==> config.mk <==
export PLATFORM = sky130hd
export DESIGN_NAME = start_rdy_timer_flat
export DESIGN_NICKNAME = d
export VERILOG_FILES = /design/src/rtl/start_rdy_timer_pkg.sv /design/src/rtl/start_rdy_timer_if.sv /design/src/rtl/start_rdy_timer_tick_gen.sv /design/src/rtl/start_rdy_timer.sv /design/src/flat_wrapper.sv
export SDC_FILE = /design/constraint.sdc
export NUM_CORES = 1
export LEC_CHECK = 0
export ABC_AREA = 1
export CAP_MARGIN = 20
export CORE_MARGIN = 2
export CORE_UTILIZATION = 45
export CTS_CLUSTER_SIZE = 28
export DETAILED_ROUTE_END_ITERATION = 8
export PLACE_DENSITY = 0.72
export SLEW_MARGIN = 10
export SYNTH_ARGS = -nofsm -noshare
export SYNTH_HDL_FRONTEND = slang
export SYNTH_SLANG_ARGS = --single-unit
==> constraint.sdc <==
create_clock -name clk -period 4.01 [get_ports clk]
set_input_delay 0.401 -clock clk [delete_from_list [all_inputs] [get_ports clk]]
set_output_delay 0.401 -clock clk [all_outputs]
set_load 0.02 [all_outputs]
==> src/rtl/start_rdy_timer_pkg.sv <==
// Shared types and constants for the START/RDY controller/timer pair.
// Both sides of the handshake use the same constants, so they agree on polarity.
package timer_pkg;

    typedef enum logic [1:0] {
        IDLE = 2'd0,
        RUN  = 2'd1,
        DONE = 2'd2
    } timer_state_t;

    localparam logic START_REQ = 1'b1;
    localparam logic RDY_BUSY  = 1'b0;
    localparam logic RDY_FREE  = 1'b1;

    // Prescaler width; at least one bit even when DIV is 1 or 2.
    function automatic int PRE_W(input int div);
        return (div <= 2) ? 1 : $clog2(div);
    endfunction

endpackage

==> src/rtl/start_rdy_timer_if.sv <==
// START/RDY handshake bundle between the controller (master) and the timer (slave).
interface start_rdy_timer_if #(
    parameter int WIDTH = 8
);
    logic             start;
    logic [WIDTH-1:0] load_val;
    logic             abort;
    logic             rdy;
    logic             done;
    logic [WIDTH-1:0] remaining;

    modport master (
        output start, load_val, abort,
        input  rdy, done, remaining
    );

    modport slave (
        input  start, load_val, abort,
        output rdy, done, remaining
    );
endinterface

==> src/rtl/start_rdy_timer_tick_gen.sv <==
// DIV-cycle prescaler: tick marks the last cycle of each DIV-cycle period while enabled.
// The counter parks at zero whenever it is not enabled.
module tick_gen
    import timer_pkg::*;
#(
    parameter int DIV = 4
) (
    input  logic clk,
    input  logic reset,
    input  logic clear,
    input  logic en,
    output logic tick
);

    localparam int            PW      = PRE_W(DIV);
    localparam logic [PW-1:0] PRE_MAX = PW'(DIV - 1);

    logic [PW-1:0] pre;

    always_ff @(posedge clk or negedge reset) begin
        if (!reset)
            pre <= '0;
        else if (clear)
            pre <= PRE_MAX;
        else if (en)
            pre <= (pre == '0) ? PRE_MAX : pre - PW'(1);
        else
            pre <= '0;
    end

    assign tick = en && (pre == '0);

endmodule

==> src/rtl/start_rdy_timer.sv <==
// Retriggerable one-shot countdown timer closing the controller's START/RDY loop.
// rdy, done and remaining decode from registers only.
module start_rdy_timer
    import timer_pkg::*;
#(
    parameter int WIDTH = 8,
    parameter int DIV   = 4
) (
    input  logic                  clk,
    input  logic                  reset,
    start_rdy_timer_if.slave      bus
);

    timer_state_t     state, state_n;
    logic [WIDTH-1:0] cnt, cnt_n;
    logic             start_req;
    logic             load;
    logic             tick;

    assign start_req = (bus.start == START_REQ);
    assign load      = !bus.abort && start_req && (bus.load_val != '0);

    // Prescaler is held at zero outside RUN and on abort; a load restarts its period.
    tick_gen #(.DIV(DIV)) u_tick_gen (
        .clk   (clk),
        .reset (reset),
        .clear (load),
        .en    ((state == RUN) && !bus.abort),
        .tick  (tick)
    );

    always_ff @(posedge clk or negedge reset) begin
        if (!reset) begin
            state <= IDLE;
            cnt   <= '0;
        end else begin
            state <= state_n;
            cnt   <= cnt_n;
        end
    end

    // Abort beats start, and start beats expiry on the same edge.
    always_comb begin
        state_n = state;
        cnt_n   = cnt;
        if (bus.abort) begin
            state_n = IDLE;
            cnt_n   = '0;
        end else if (start_req) begin
            if (bus.load_val != '0) begin
                state_n = RUN;
                cnt_n   = bus.load_val;
            end else begin
                state_n = DONE;
                cnt_n   = '0;
            end
        end else begin
            case (state)
                RUN: begin
                    if (tick) begin
                        if (cnt > WIDTH'(1)) begin
                            cnt_n = cnt - WIDTH'(1);
                        end else begin
                            state_n = DONE;
                            cnt_n   = '0;
                        end
                    end
                end
                DONE:    state_n = IDLE;
                default: state_n = IDLE;
            endcase
        end
    end

    assign bus.rdy       = (state == RUN) ? RDY_BUSY : RDY_FREE;
    assign bus.done      = (state == DONE);
    assign bus.remaining = cnt;

endmodule
==> src/flat_wrapper.sv <==
// flat-port wrapper written by rule: the top's interface ports become plain ports
module start_rdy_timer_flat import timer_pkg::*;
#(
    parameter int WIDTH = 8,
    parameter int DIV   = 4
)
  (clk, reset, bus_start, bus_load_val, bus_abort, bus_rdy, bus_done, bus_remaining);
  start_rdy_timer_if #(.WIDTH(WIDTH)) bus_i ();
  input  logic clk;
  input  logic reset;
  input wire logic [$bits(bus_i.start)-1:0] bus_start;
  input wire logic [$bits(bus_i.load_val)-1:0] bus_load_val;
  input wire logic [$bits(bus_i.abort)-1:0] bus_abort;
  output wire logic [$bits(bus_i.rdy)-1:0] bus_rdy;
  output wire logic [$bits(bus_i.done)-1:0] bus_done;
  output wire logic [$bits(bus_i.remaining)-1:0] bus_remaining;
  assign bus_i.start = bus_start;
  assign bus_i.load_val = bus_load_val;
  assign bus_i.abort = bus_abort;
  assign bus_rdy = bus_i.rdy;
  assign bus_done = bus_i.done;
  assign bus_remaining = bus_i.remaining;
  start_rdy_timer #(.WIDTH(WIDTH), .DIV(DIV)) u_core (.clk(clk), .reset(reset), .bus(bus_i));
endmodule
==> flow_summary.json, run 1 <==
{
  "status": "finished clean",
  "drive_above_1_share": 0.08387,
  "overflow": 0,
  "drt-initial-drc-count": 19,
  "finalPower_mw": 0.3989,
  "syn-cell-area_um2": 895.9,
  "rrSetupSlack_ps": 2460,
  "period_needed_ps": 1902,
  "yosys_register_bits": 12,
  "fp.dieH_um": 48.62,
  "ir_worst_vdd_mv": 0.1936,
  "r2r_cells": 7,
  "ant_nets": 0,
  "setup_viol": 0,
  "grt_pass1_wl_um": 3229,
  "initial_utilization": 0.4661,
  "cts_max_path_buffers": 2,
  "max_freq_mhz": 525.7,
  "ios": 22,
  "instances_no_fill": 182,
  "cp-start-kind": "flip-flop",
  "combPwrFrac": 0.439,
  "vias_per_cell": 4.846,
  "timing.final.crit_share": 0.4744,
  "dp_cells": 179,
  "drv_slew": 0,
  "p_sw_mw": 0.1574,
  "cts-root-buf": "clkbuf_4",
  "wl_um": 1976,
  "cp-end-kind": "output port",
  "portBuffers": 21,
  "relSlewSlack": 0.6460,
  "postCtsHoldBufs": 0,
  "clkSinkCount": 12,
  "pre_cts_ws_ps": 2183,
  "critical_path.slowest_cell": "clkdlybuf4s50_1",
  "hold_viol": 0,
  "area_growth_pct": 28.91,
  "skew_ps": 6.286,
  "post-dp-hpwl_um": 1617,
  "layout_common_cells": "34 x nand2_1, 25 x inv_1, 21 x clkdlybuf4s50_1",
  "worst_ep_required_time_ps": 3610,
  "drt_pre_antenna_iters": 4,
  "cts-buffers-inserted": 3,
  "syn_avg_cell_area_um2": 6.787,
  "tns_ps": 0,
  "p_per_area_nw_per_um2": 345.4,
  "hold_path.class": "input port to async pin",
  "switching_share": 0.3946,
  "seqPwrFrac": 0.378,
  "wl_per_cell_um": 10.86,
  "clock_latency_ps": 270,
  "crit_type": "flip-flop to output port",
  "drc": 0,
  "rows": 16,
  "whs_ps": 472.6,
  "post_synth_num_cell_types": 20,
  "die_w_um": 48.62,
  "gp_congestion": 0.8868,
  "maxCapViolCount": 0,
  "cp.depth": 3,
  "grt_pass1_vias": 799,
  "dieArea_um2": 2364,
  "coreArea_um2": 1922,
  "leakage_nw": 0.5892,
  "cts_resized": 0,
  "ys_seq_area_frac": 0.3352,
  "clkPwrFrac": 0.183,
  "cts_setup_buffers": 0,
  "vias": 882,
  "antenna_cells": 0,
  "clkTransAtPathRegs_ps": 70,
  "rsz0062_at_grt": "no",
  "cts_tree": "built",
  "slowest_delay_ps": 540,
  "reg2reg_to": "u_core.bus.remaining[1]$_DFFE_PN0P_",
  "fillers": 205,
  "arrival_ps": 1500,
  "cp.buffers_inverters": 2,
  "reg2reg_from": "u_core.bus.remaining[0]$_DFFE_PN0P_",
  "syn-instance-count": 132,
  "syn-num-nets": 147,
  "grt_max_degree": 13,
  "antenna_found_initial": 0,
  "intPower_mw": 0.2415,
  "crit_family": "buffers and inverters",
  "worst_slack_ps": 2108,
  "final_common_cell": "nand2_1",
  "path_cells": "nor2_4 > inv_1 > clkdlybuf4s50_1",
  "htree_levels": 1,
  "ys_warn_count": 0,
  "nNetsFinal": 172,
  "track_usage": 0.1755,
  "tightest_slew_ps": 529.4,
  "worst-path-max-fanout": 5
}
cell usage after synthesis:
library cell | instances | share of area
a21oi_1 | 8 | 0.045
buf_4 | 1 | 0.0084
dfrtp_1 | 12 | 0.34
ha_1 | 3 | 0.042
inv_1 | 25 | 0.10
nand2_1 | 34 | 0.14
nand2_2 | 2 | 0.014
nand2_4 | 4 | 0.050
nand3_1 | 7 | 0.039
nand4_1 | 4 | 0.028
nor2_1 | 12 | 0.050
nor2_2 | 2 | 0.014
nor2_4 | 1 | 0.013
nor3_2 | 1 | 0.011
o211ai_1 | 1 | 0.0084
o21ai_0 | 8 | 0.045
o21ai_1 | 4 | 0.022
o31ai_1 | 1 | 0.0084
xnor2_1 | 1 | 0.0098
xor2_1 | 1 | 0.0098
per-layer routing:
metal	track usage	vias to the layer above	share of wire	wire, um
met1	0.2308	391	0.49	962
met4	0.1000	0	0.020	40
met5	0	-	0	0
li1	-	463	-	-
met3	0.009259	4	0.027	53
met2	0.2877	24	0.47	920
cells by family after synthesis:
kind of cell,after synthesis,synth area share
AOI/OAI and AO/OA,22,0.1285
xor gates and xnor gates,2,0.01956
adders and majority gates,3,0.04190
buffers and inverters,26,0.1131
DFF,12,0.3352
and+or+nand+nor,67,0.3617
final cells by class:
cell class                 instances  area (um^2)  area share
tap                               27        33.78     0.02925
sequential                        12        300.3      0.2600
timing repair buffer              21        210.2      0.1820
multi-input combinational         94        494.2      0.4280
clock buffer                       3        22.52     0.01950
inverter                          25        93.84     0.08126
stage by stage:
step	area (um^2)	utilization
final	1155	0.6009
after global routing	1155	0.6009
after CTS	1155	0.6009
after detailed placement	1132	0.5892
after global placement	1132	0.5892
after floorplan	895.9	-
power by group through the flow:
stage / clock network (mW) / logic [mW] / registers [mW]
finish: 0.0730 / 0.175 / 0.151
global route: 0.0835 / 0.193 / 0.153
detailed placement: 0 / 0.174 / 0.153
floorplan: 0 / 0.102 / 0.164
CTS: 0.0750 / 0.175 / 0.151
global placement: 0 / 0.171 / 0.153
how the worst max path moves through the flow:
stage	from	endpoint	slack, ps
finish	u_core.state[1]$_DFFE_PN0P_	bus_rdy	2110
global route	u_core.state[1]$_DFFE_PN0P_	bus_rdy	2040
CTS	u_core.state[1]$_DFFE_PN0P_	bus_rdy	2090
detailed placement	bus_start	u_core.bus.remaining[1]$_DFFE_PN0P_	2180
global placement	bus_start	u_core.bus.remaining[0]$_DFFE_PN0P_	2230
floorplan	u_core.bus.remaining[0]$_DFFE_PN0P_	u_core.bus.remaining[0]$_DFFE_PN0P_	2590
worst register-to-register path, stage by stage (launching register included):
cell     delay [ps]
dfrtp_1         430
inv_1           160
ha_1            260
o21ai_0         130
nor2_1          200
o21ai_0         110
nand2_1          80
o21ai_1          70
state kept, by name (all words and copies together) (netlist names):
register               cells
u_core.state               2
u_core.bus.remaining       8
u_core.u_tick_gen.pre      2
Note: power is estimated with default switching activity, not from simulation.
==> inputs of run 2 (changes only) <==
--- a/config.mk
+++ b/config.mk
@@ -8,7 +8,7 @@
 export ABC_AREA = 1
 export CAP_MARGIN = 20
 export CORE_MARGIN = 2
-export CORE_UTILIZATION = 45
+export CORE_UTILIZATION = 43
 export CTS_CLUSTER_SIZE = 28
 export DETAILED_ROUTE_END_ITERATION = 8
 export PLACE_DENSITY = 0.72
==> constraint.sdc (replaced) <==
create_clock -name clk -period 1.7 [get_ports clk]
set_input_delay 0.17 -clock clk [delete_from_list [all_inputs] [get_ports clk]]
set_output_delay 0.17 -clock clk [all_outputs]
set_load 0.02 [all_outputs]
==> flow_summary.json, run 2 (same netlist as run 1, synthesis figures left out) <==
{
  "grt_max_degree": 13,
  "drv_slew": 0,
  "overflow": 0,
  "clock_latency_ps": 280,
  "vias": 874,
  "largest_register_ffs": 8,
  "gp_congestion": 0.8812,
  "layout_common_cells": "34 x nand2_1, 25 x inv_1, 20 x clkdlybuf4s50_1",
  "drt_pre_antenna_iters": 4,
  "reg2reg_from": "u_core.bus.remaining[0]$_DFFE_PN0P_",
  "portBuffers": 21,
  "wl_per_cell_um": 10.48,
  "cts_max_path_buffers": 2,
  "ant_nets": 0,
  "multi_input_area_um2": 494.2,
  "dieArea_um2": 2465,
  "antenna_found_initial": 0,
  "crit_type": "flip-flop to output port",
  "grt_pass1_wl_um": 3360,
  "clkTransAtPathRegs_ps": 80,
  "initial_utilization": 0.4566,
  "maxCapViolCount": 0,
  "post-dp-hpwl_um": 1559,
  "wl_um": 1929,
  "cts-buffers-inserted": 3,
  "r2r_cells": 9,
  "hold_path.class": "input port to async pin",
  "leakage_nw": 0.6056,
  "ios": 22,
  "cts_tree": "built",
  "tns_ps": 0,
  "finalPower_mw": 0.9963,
  "cp-start-kind": "flip-flop",
  "worst_slack_ps": 130.9,
  "final_cell_area_um2": 1179,
  "timing.final.crit_share": 0.9230,
  "period_needed_ps": 1569,
  "setup.worst_path.end": "bus_done",
  "ir_worst_vdd_mv": 0.5136,
  "track_usage": 0.1807,
  "cp-end-kind": "output port",
  "place_area_um2": 1140,
  "cts_setup_buffers": 0,
  "skew_ps": 2.671,
  "rows": 16,
  "fp.dieH_um": 49.65,
  "cts-root-buf": "clkbuf_4",
  "pre_cts_ws_ps": 265.2,
  "max_freq_mhz": 637.3,
  "relSlewSlack": 0.6260,
  "tightest_slew_ps": 559.2,
  "cts_resized": 0,
  "status": "finished clean",
  "whs_ps": 244.9,
  "postCtsHoldBufs": 0,
  "hold_viol": 0,
  "rrSetupSlack_ps": 240,
  "fillers": 205,
  "htree_levels": 1,
  "coreArea_um2": 1962,
  "die_w_um": 49.65,
  "grt_pass1_vias": 805,
  "final_common_cell": "nand2_1",
  "drive_above_1_share": 0.09554,
  "reg2reg_to": "u_core.bus.remaining[5]$_DFFE_PN0P_",
  "worst-path-max-fanout": 2,
  "setup_viol": 0,
  "drc": 0,
  "arrival_ps": 1400,
  "vias_per_cell": 4.750,
  "p_per_area_nw_per_um2": 845.3,
  "clkSinkCount": 12,
  "antenna_cells": 0,
  "crit_path_start": "u_core.state[1]$_DFFE_PN0P_",
  "nNetsFinal": 173,
  "area_growth_pct": 31.56,
  "seq_area_um2": 300.3,
  "rsz0062_at_grt": "no",
  "drt-initial-drc-count": 19,
  "worst_ep_required_time_ps": 1530
}
run 2: cell count changes in the layout (fill, tap and decap cells not counted):
cell | before | now
buf_4 | 0 | 1
clkdlybuf4s50_1 | 21 | 20
dlymetal6s2s_1 | 0 | 1
clkbuf_8 | 0 | 1
run 2: area by class of cell:
cell class	count	area share
Clock buffer	4	0.03079
Inverter	25	0.07962
Multi-Input combinational cell	94	0.4193
Sequential cell	12	0.2548
Tap cell	27	0.02866
Timing Repair Buffer	22	0.1868
run 2: worst min path at each step:
stage                                                     end  slack (ps)                                start
after floorplan           u_core.bus.remaining[0]$_DFFE_PN0P_        -130                                reset
after global placement    u_core.bus.remaining[7]$_DFFE_PN0P_         530  u_core.bus.remaining[7]$_DFFE_PN0P_
after detailed placement  u_core.bus.remaining[7]$_DFFE_PN0P_         530  u_core.bus.remaining[7]$_DFFE_PN0P_
after CTS                 u_core.bus.remaining[3]$_DFFE_PN0P_         260                                reset
after global routing       u_core.u_tick_gen.pre[1]$_DFF_PN0_         280                                reset
final                      u_core.u_tick_gen.pre[1]$_DFF_PN0_         240                                reset
run 2: routing by layer:
layer	routed length [um]	global-route usage	vias to the layer above
li1	-	-	465
met1	955	0.2333	383
met2	862	0.2889	21
met3	56	0.01818	5
met4	55	0.1111	0
met5	0	0	-
run 2: report_power, final:
| group | leakage (nW) | total [mW] | switching [mW] | internal, mW |
|---|---|---|---|---|
| registers | 0.154 | 0.357 | 0.0388 | 0.318 |
| clock network | 0.0210 | 0.235 | 0.105 | 0.130 |
| logic | 0.430 | 0.404 | 0.234 | 0.170 |
run 2: per-stage QoR:
| step | std cells | utilization |
|---|---|---|
| 2_1_floorplan | 132 | - |
| 3_3_place_gp | 180 | 0.5810 |
| 3_5_place_dp | 180 | 0.5810 |
| 4_1_cts | 184 | 0.5995 |
| 5_1_grt | 184 | 0.6008 |
| 6_report | 184 | 0.6008 |
run 2: critical path: stages (launching register included):
cell	delay, ps
dfrtp_1	400
inv_1	50
nor2_1	70
clkdlybuf4s50_1	600
